==> src/rtl/two_com_pkg.sv <==
// Shared definitions for the two-client negator arbiter: FSM state codes,
// datapath width and the one operand whose negation overflows.
package two_com_pkg;

    localparam int WIDTH = 4;

    // The most negative 4-bit value negates to itself, so it flags overflow
    localparam logic [WIDTH-1:0] OVF_PATTERN = 4'b1000;

    typedef enum logic [1:0] {
        IDLE = 2'b00,
        CALC = 2'b01,
        HOLD = 2'b10
    } state_t;

endpackage

==> src/rtl/two_com_gate.sv <==
// Purely combinational two's-complement negator: O = (-I) mod 16.
module two_com_gate
    import two_com_pkg::*;
(
    input  logic [WIDTH-1:0] I,
    output logic [WIDTH-1:0] O
);

    // Invert and add one; wraps naturally modulo 2^WIDTH
    assign O = ~I + WIDTH'(1);

endmodule

==> src/rtl/two_com_arb.sv <==
// Round-robin arbiter and sequencer sharing one two_com_gate between two
// operand producers. The winner's operand is latched, negated on the next
// cycle and the tagged result is held until the consumer acknowledges it.
module two_com_arb
    import two_com_pkg::*;
(
    input  logic             CLK,
    input  logic             RST_N,
    input  logic             REQ0,
    input  logic [WIDTH-1:0] I0,
    input  logic             REQ1,
    input  logic [WIDTH-1:0] I1,
    input  logic             ACK,
    output logic             GNT0,
    output logic             GNT1,
    output logic [WIDTH-1:0] O,
    output logic             OVF,
    output logic             ID,
    output logic             VALID,
    output logic             BUSY
);

    state_t           state;
    logic             ptr;
    logic             win;
    logic             pick;
    logic [WIDTH-1:0] a;
    logic [WIDTH-1:0] neg_a;

    two_com_gate u_gate (
        .I (a),
        .O (neg_a)
    );

    // A lone requester always wins; on a tie the priority pointer decides
    assign pick = (REQ0 && REQ1) ? ptr : REQ1;

    // Busy whenever a transaction is in flight
    assign BUSY = (state != IDLE);

    // Arbitration, sequencing and all registered outputs
    always_ff @(posedge CLK) begin
        if (!RST_N) begin
            state <= IDLE;
            ptr   <= 1'b0;
            win   <= 1'b0;
            a     <= '0;
            GNT0  <= 1'b0;
            GNT1  <= 1'b0;
            O     <= '0;
            OVF   <= 1'b0;
            ID    <= 1'b0;
            VALID <= 1'b0;
        end else begin
            case (state)
                IDLE: begin
                    if (REQ0 || REQ1) begin
                        win   <= pick;
                        a     <= pick ? I1 : I0;
                        GNT0  <= ~pick;
                        GNT1  <= pick;
                        state <= CALC;
                    end
                end
                CALC: begin
                    GNT0  <= 1'b0;
                    GNT1  <= 1'b0;
                    O     <= neg_a;
                    OVF   <= (a == OVF_PATTERN);
                    ID    <= win;
                    VALID <= 1'b1;
                    state <= HOLD;
                end
                HOLD: begin
                    if (ACK) begin
                        VALID <= 1'b0;
                        ptr   <= ~win;
                        state <= IDLE;
                    end
                end
                default: begin
                    GNT0  <= 1'b0;
                    GNT1  <= 1'b0;
                    VALID <= 1'b0;
                    state <= IDLE;
                end
            endcase
        end
    end

endmodule

==> config.mk <==
export PLATFORM = sky130hd
export DESIGN_NAME = two_com_arb
export DESIGN_NICKNAME = d
export VERILOG_FILES = /design/src/rtl/two_com_pkg.sv /design/src/rtl/two_com_gate.sv /design/src/rtl/two_com_arb.sv
export SDC_FILE = /design/constraint.sdc
export NUM_CORES = 1
export LEC_CHECK = 0
export CAP_MARGIN = 10
export CELL_PAD_IN_SITES_DETAIL_PLACEMENT = 2
export CELL_PAD_IN_SITES_GLOBAL_PLACEMENT = 2
export CORE_MARGIN = 3
export CORE_UTILIZATION = 27
export DETAILED_ROUTE_END_ITERATION = 10
export GPL_ROUTABILITY_DRIVEN = 0
export PLACE_DENSITY = 0.84
export SLEW_MARGIN = 20
export SYNTH_ARGS = -nofsm -noshare
export SYNTH_HDL_FRONTEND = slang
export SYNTH_SLANG_ARGS = --single-unit
==> constraint.sdc <==
create_clock -name CLK -period 2.3 [get_ports CLK]
set_input_delay 0.46 -clock CLK [delete_from_list [all_inputs] [get_ports CLK]]
set_output_delay 0.46 -clock CLK [all_outputs]
set_load 0.05 [all_outputs]
# Word level (Yosys, flattened, before mapping)
# Cells that the tools add are included.
totals:
  rom_bits: 0
  mem_count: 0
  ramBits: 0
  register_bits: 17
  word_cells: 41
  inputBits: 13
  latchBits: 0
classes:
  muxes: 11
  div_mod_pow: 0
  reduce_logical: 9
  bitwise: 5
  n_lt_le_gt_ge: 0
  add_sub_neg: 1
  n_mul: 0
  shifts: 0
  eq_ne: 5
ops:
  columns: ["operator", "n"]
  rows:
  - ["$reduce_and 2->1", 5]
  - ["$pmux 2 s3", 1]
  - ["$add 4x1->4 const B", 1]
  - ["$eq 4x4->1 const B", 1]
  - ["$mux 1", 4]
  - ["$mux 2", 2]
  - ["$mux 4", 1]
  - ["$ne 2x2->1 const B", 2]
  - ["$not 1->1", 4]
  - ["$not 4->4", 1]
  - ["$pmux 1 s2", 2]
  - ["$pmux 1 s3", 1]
  - ["$eq 2x1->1 const B", 1]
  - ["$eq 2x2->1 const B", 1]
  - ["$logic_not 2->1", 1]
  - ["$reduce_bool 2->1", 1]
  - ["$logic_and 1x1->1", 1]
  - ["$logic_or 1x1->1", 1]

# Depth between registers and ports, before layout
# Gate-level depths: netlist of the first run.
logic_depth:
  depth_word: 5
  mapped_depth: 5

# Cells and area by module
# A second synthesis of the first run with hierarchy kept.
unflattened:
  cells_unflattened: 86
  area_unflattened_um2: 809.5
by_module_without_submodules:
  columns: ["mod", "cells_each", "area_per_inst_um2", "n_inst", "seq_area_each_um2"]
  rows:
  - ["two_com_arb", 79, 754.5, 1, 340.3]
  - ["two_com_gate", 7, 55.1, 1, 0.0]

# Worst setup path before layout of the first run
# No wires, ideal clock.
synth_path:
  kind: "register to output"
  startpoint: "register state[1]"
  endpoint: "output port BUSY"
  required_time_ns: 1.840
  n_path_buf: 1
  arrival_time_ns: 0.712
  setup_slack_ns: 1.128
  path_stages_with_launch: 4
  cell_sequence: "dfxtp_1 > buf_6 > nor2_4 > inv_2"
synth_via:
  elab_chain_cells: 1
synth_rtl:
  columns: ["item", "line", "text"]
  rows:
  - ["start: declaration", "two_com_arb.sv:23", "state_t state;"]
  - ["start signal: assignment", "two_com_arb.sv:44", "state <= IDLE;"]
  - ["start signal: assignment", "two_com_arb.sv:62", "state <= CALC;"]
  - ["start signal: assignment", "two_com_arb.sv:72", "state <= HOLD;"]
  - ["$reduce_bool 2->1", "two_com_arb.sv:39", "assign BUSY = (state != IDLE);"]
  - ["end: declaration", "two_com_arb.sv:20", "output logic BUSY"]
# No other way between the ends.

# Worst setup path after layout of the first run
layout_path:
  startpoint: "register GNT0"
  endpoint: "output port GNT0"
layout_lines:
  columns: ["item", "line", "text"]
  rows:
  - ["start: declaration", "two_com_arb.sv:14", "output logic GNT0,"]
  - ["start signal: assignment", "two_com_arb.sv:60", "GNT0 <= ~pick;"]
# No word-level cell between the ends.

==> impl_metrics.json, run 1 <==
{
  "syn_area_um2": 759,
  "slew_violations": 0,
  "run_status": "completed",
  "path_cells": "clkdlybuf4s50_1",
  "ant_nets": 0,
  "rows": 18,
  "fin_tns_setup_ps": 0,
  "skew_ps": 0.781,
  "htree_levels": 1,
  "cts_root_buffer": "clkbuf_4",
  "avgViaCountPerCell": 5.04,
  "critPathCaptureType": "output pin",
  "wirelength_um": 2040,
  "fmax_mhz": 523,
  "cp_data_arrival_time_ps": 1450,
  "area_growth_pct": 33.6,
  "worst_pin_slew_ps": 508,
  "fin_area_um2": 1010,
  "synth_nets": 101,
  "post-cts-setup-buffers": 0,
  "ios": 23,
  "ys_warn_count": 0,
  "cpMaxStageDelayCell": "clkdlybuf4s50_1",
  "dp.cells": 136,
  "instances_no_fill": 140,
  "antenna_found_initial": 0,
  "clk_pin_slew_ps": 100,
  "final_layout_size_suffix_gt1_share_pct": 8.18,
  "pwr_density_cell_nw_per_um2": 666,
  "grt-ovfl-total": 0,
  "cts_made_buffers": 3,
  "synth-seq-cells": 17,
  "p_leak_nw": 0.366,
  "first_pass_iters": 3,
  "grt_setup_unrepaired": "no",
  "async_flop_share_pct": 0,
  "crit_family": "buffers and inverters",
  "dpl.hpwl_um": 1650,
  "synth_flop_cell": "dfxtp_1",
  "grt_pass1_vias": 738,
  "route.detailed.drc": 0,
  "avgSynthCellArea_um2": 8.73,
  "worstPathMaxFanout": 2,
  "worstSetupPathType": "reg2out",
  "peakVddDrop_v": 0.000334,
  "ys_seq_area_share_pct": 44.8,
  "antenna_cells": 0,
  "grt_max_degree": 17,
  "final_net_count": 125,
  "fin_crit_ps": 1910,
  "wl_per_cell_um": 14.6,
  "cp.required_ps": 1840,
  "die_width_um": 59.0,
  "fin_crit_sh_pct": 83.2,
  "cts_hold_buffers": 0,
  "relSlewSlack_pct": 66.1,
  "start_util_pct": 29.6,
  "vias": 706,
  "cts_buffer_depth": 2,
  "grt_usage_pct": 13.0,
  "hp-class": "reg2reg",
  "cts_sinks": 17,
  "max_stage_delay_ps": 810,
  "dpl_cell_area_um2": 988,
  "report.final.setup_viol": 0,
  "die_y_um": 59.0,
  "cts_resized": 0,
  "grt_pass1_wl_um": 3390,
  "clk_latency_ps": 280,
  "start_kind": "flop",
  "port-buffer-count": 22,
  "synth_edf_count": 0,
  "hold_viol": 0,
  "fill_cells": 310,
  "final_core_util_pct": 39.5,
  "first_iter_violations": 6,
  "tritoncts": "yes",
  "syn_inst": 87,
  "dieArea_um2": 3490,
  "core_um2": 2570,
  "synth_cell_types": 28,
  "maxCapViolations": 0,
  "path_buf_inv": 1
}
==> state kept, by name, indices dropped and copies added (netlist names) <==
| register | count |
|---|---|
| GNT0 | 1 |
| GNT1 | 1 |
| ID | 1 |
| O | 4 |
| OVF | 1 |
| VALID | 1 |
| a | 4 |
| ptr | 1 |
| state | 2 |
| win | 1 |
==> worst register-to-register path, cell delays in order, from the launching register on <==
cell	delay, ps
dfxtp_1	620
and2b_2	290
nand4b_1	120
a21oi_1	150
==> metal layers <==
| layer | share of wire [%] | track usage [%] |
|---|---|---|
| met1 | 43 | 15.4 |
| met2 | 50 | 23.0 |
| met3 | 5.0 | 1.74 |
| met4 | 1.8 | 5.83 |
| met5 | 0 | 0 |
==> synth_stat cells (2+ instances only) <==
library cell  number  area [um2]
a21oi_1            9        45.0
a31oi_1            4        25.0
buf_6              2        22.5
dfxtp_1           17         340
inv_1              5        18.8
nand2_1           11        41.3
nand2b_1           2        12.5
nand3_1            6        30.0
nand4_1            4        25.0
nor2_1             4        15.0
nor3_1             2        10.0
o211ai_1           2        15.0
o21ai_0            4        20.0
==> cells by family (layout without fill, tap and decap cells) <==
kind of cell,count (synthesis),in the layout,share of synthesized area [%]
flops,17,17,44.8
compound gates,22,22,16.8
buf+inv,9,32,6.42
simple gates,35,35,26.7
xor+xnor,2,2,2.31
mux,1,1,1.32
fa+ha+maj,1,1,1.65
==> final timing paths <==
kind	start	endpoint	slack, ps	depth (start not counted)
worst max-delay path	GNT0	GNT0	390	1
worst max register to register	state[0]	OVF	1060	3
worst min-delay path	O[1]	O[1]	460	2
worst min register to register	O[1]	O[1]	460	2
==> cell type report <==
type,instances,area [um2],share of cell area (%)
repair buffers,22,218,21.5
well taps,30,37.5,3.70
flip-flops and latches,17,340,33.5
multi-input cells,61,370,36.5
inverters,6,22.5,2.22
clock buffers,4,26.3,2.59
==> layout by cell type, fill, tap and decap left out, drive strengths merged <==
cell,count
nand2b,3
clkbuf,4
nand3,6
nand4,4
o211a,1
a31oi,4
nand4b,1
a21oi,9
o21ai,5
nor3,2
nand2,11
buf,1
xor2,1
mux2i,1
o31ai,1
nor2,5
inv,6
dfxtp,17
xnor2,1
and2b,1
nand3b,1
o211ai,2
ha,1
nor3b,1
clkdlybuf4s50,21
==> power breakdown <==
part	internal (W)	leakage (nW)	switching, W	total (W)
logic	0.0000731	0.211	0.000104	0.000177
clock network	0.0000673	0.0150	0.0000924	0.000160
registers	0.000316	0.139	0.0000236	0.000340
==> per-stage QoR <==
step | power, W | hold WS (ps) | setup slack [ps]
global route | 0.000722 | 507 | 335
global placement | 0.000518 | 443 | 571
detailed placement | 0.000526 | 456 | 482
finish | 0.000676 | 464 | 387
CTS | 0.000687 | 470 | 375
floorplan | 0.000462 | 445 | 1130
No activity file was read; power rests on OpenSTA's default activity.
==> inputs of run 2 (changes only) <==
--- a/config.mk
+++ b/config.mk
@@ -9,10 +9,10 @@
 export CELL_PAD_IN_SITES_DETAIL_PLACEMENT = 2
 export CELL_PAD_IN_SITES_GLOBAL_PLACEMENT = 2
 export CORE_MARGIN = 3
-export CORE_UTILIZATION = 27
+export CORE_UTILIZATION = 25
 export DETAILED_ROUTE_END_ITERATION = 10
 export GPL_ROUTABILITY_DRIVEN = 0
-export PLACE_DENSITY = 0.84
+export PLACE_DENSITY = 0.79
 export SLEW_MARGIN = 20
 export SYNTH_ARGS = -nofsm -noshare
 export SYNTH_HDL_FRONTEND = slang
==> constraint.sdc (replaced) <==
create_clock -name CLK -period 1.82 [get_ports CLK]
set_input_delay 0.364 -clock CLK [delete_from_list [all_inputs] [get_ports CLK]]
set_output_delay 0.364 -clock CLK [all_outputs]
set_load 0.05 [all_outputs]
==> impl_metrics.json, run 2 (synthesis results as in run 1) <==
{
  "run_status": "completed",
  "hold_viol": 0,
  "cts_sinks": 17,
  "clk_pin_slew_ps": 100,
  "final_cell_mix": "dfxtp_1, clkdlybuf4s50_1, nand2_1, buf_4, a21oi_1",
  "critPathCaptureType": "output pin",
  "wl_per_cell_um": 14.0,
  "grt_setup_unrepaired": "no",
  "path_cells": "nor2_4 > inv_2 > buf_12",
  "vias": 715,
  "fin_crit_sh_pct": 90.0,
  "cts_root_buffer": "clkbuf_4",
  "dpl_worst_slack_ps": 121,
  "path_buf_inv": 2,
  "cpMaxStageDelayCell": "dfxtp_1",
  "port-buffer-count": 22,
  "crit_family": "flip-flops",
  "report.final.setup_viol": 0,
  "avgViaCountPerCell": 5.00,
  "die_width_um": 61.1,
  "final_layout_size_suffix_gt1_share_pct": 17.9,
  "maxCapViolations": 0,
  "skew_ps": 2.27,
  "start_kind": "flop",
  "fin_crit_ps": 1640,
  "relSlewSlack_pct": 69.2,
  "route.detailed.drc": 0,
  "worst_pin_slew_ps": 461,
  "peakVddDrop_v": 0.000215,
  "cts_made_buffers": 3,
  "max_stage_delay_ps": 620,
  "cp.required_ps": 1460,
  "rows": 19,
  "die_y_um": 61.1,
  "slew_violations": 0,
  "grt-ovfl-total": 0,
  "grt_pass1_vias": 740,
  "fin_tns_setup_ps": 0,
  "grt_pass1_wl_um": 3300,
  "dpl.hpwl_um": 1650,
  "dieArea_um2": 3740,
  "fmax_mhz": 610,
  "pwr_density_cell_nw_per_um2": 839,
  "grt_usage_pct": 12.2,
  "tritoncts": "yes",
  "ant_nets": 0,
  "first_iter_violations": 11,
  "hp-class": "reg2reg",
  "final_net_count": 127,
  "dp.cells": 139,
  "htree_levels": 1,
  "fill_cells": 334,
  "cp_data_arrival_time_ps": 1270,
  "first_pass_iters": 2,
  "area_growth_pct": 34.4,
  "cts_hold_buffers": 0,
  "timing.final.ws_setup_ps": 182,
  "worstPathMaxFanout": 9,
  "ios": 23,
  "cts_resized": 0,
  "antenna_cells": 0,
  "reg_top3": "O (4), a (4), state (2)",
  "worstSetupPathType": "reg2out",
  "grt_max_degree": 11,
  "core_um2": 2830,
  "instances_no_fill": 143,
  "start_util_pct": 26.8,
  "wirelength_um": 2010,
  "p_leak_nw": 0.396,
  "post-cts-setup-buffers": 0,
  "antenna_found_initial": 0,
  "clk_latency_ps": 280,
  "cts_buffer_depth": 2,
  "layout_commonest_cell": "dfxtp_1"
}
run 2: changes by cell type in the layout (fill, tap and decap cells not counted):
cell             delta
buf_12              +1
clkdlybuf4s50_1     -9
buf_4              +10
run 2: metrics by stage:
stage	total power, W	hold slack [ps]	util, %	cell area, um2
3_5_place_dp	0.000673	456	35.2	995
2_1_floorplan	0.000584	445	-	759
6_report	0.000856	465	36.1	1020
3_3_place_gp	0.000663	443	35.2	995
5_1_grt	0.000914	496	36.1	1020
4_1_cts	0.000872	470	36.1	1020
run 2: where the power goes:
part / internal (W) / leakage [nW] / switching [W]
combinational: 0.0000982 / 0.242 / 0.000133
clock: 0.0000850 / 0.0150 / 0.000112
sequential: 0.000399 / 0.139 / 0.0000296
run 2: final timing paths:
kind | start | end | slack (ps) | cells past startpoint
max | state[0] | BUSY | 180 | 3
min | O[1] | O[1] | 470 | 2
max reg2reg | state[0] | a[1] | 600 | 4
min reg2reg | O[1] | O[1] | 470 | 2
run 2: metal layers:
metal	wire length [um]	vias to the layer above	part of all wire, %	GRT usage (%)
met5	0	-	0	0
met4	35	0	1.7	7.43
met3	77	2	3.8	1.26
met2	1020	19	51	20.7
met1	870	339	43	14.8
li1	-	355	-	-
run 2: area by class of cell:
| cell class | instances | area [um2] | area share (%) |
|---|---|---|---|
| clock buffer | 4 | 26.3 | 2.57 |
| inverter | 6 | 22.5 | 2.21 |
| multi-input combinational | 61 | 370 | 36.3 |
| sequential | 17 | 340 | 33.3 |
| tap | 31 | 38.8 | 3.80 |
| timing repair buffer | 24 | 223 | 21.8 |
run 2: tightest hold or removal path, stage by stage (launching register included):
cell	delay [ps]
dfxtp_1	320
nand2_1	50
a21oi_1	50
==> inputs of run 3 (changes only) <==
--- a/config.mk
+++ b/config.mk
@@ -13,6 +13,7 @@
 export DETAILED_ROUTE_END_ITERATION = 10
 export GPL_ROUTABILITY_DRIVEN = 0
 export PLACE_DENSITY = 0.79
+export SKIP_CTS_REPAIR_TIMING = 1
 export SLEW_MARGIN = 20
 export SYNTH_ARGS = -nofsm -noshare
 export SYNTH_HDL_FRONTEND = slang
==> results of run 3 <==
The final DEF is identical to that of run 2; final timing and power are the same.
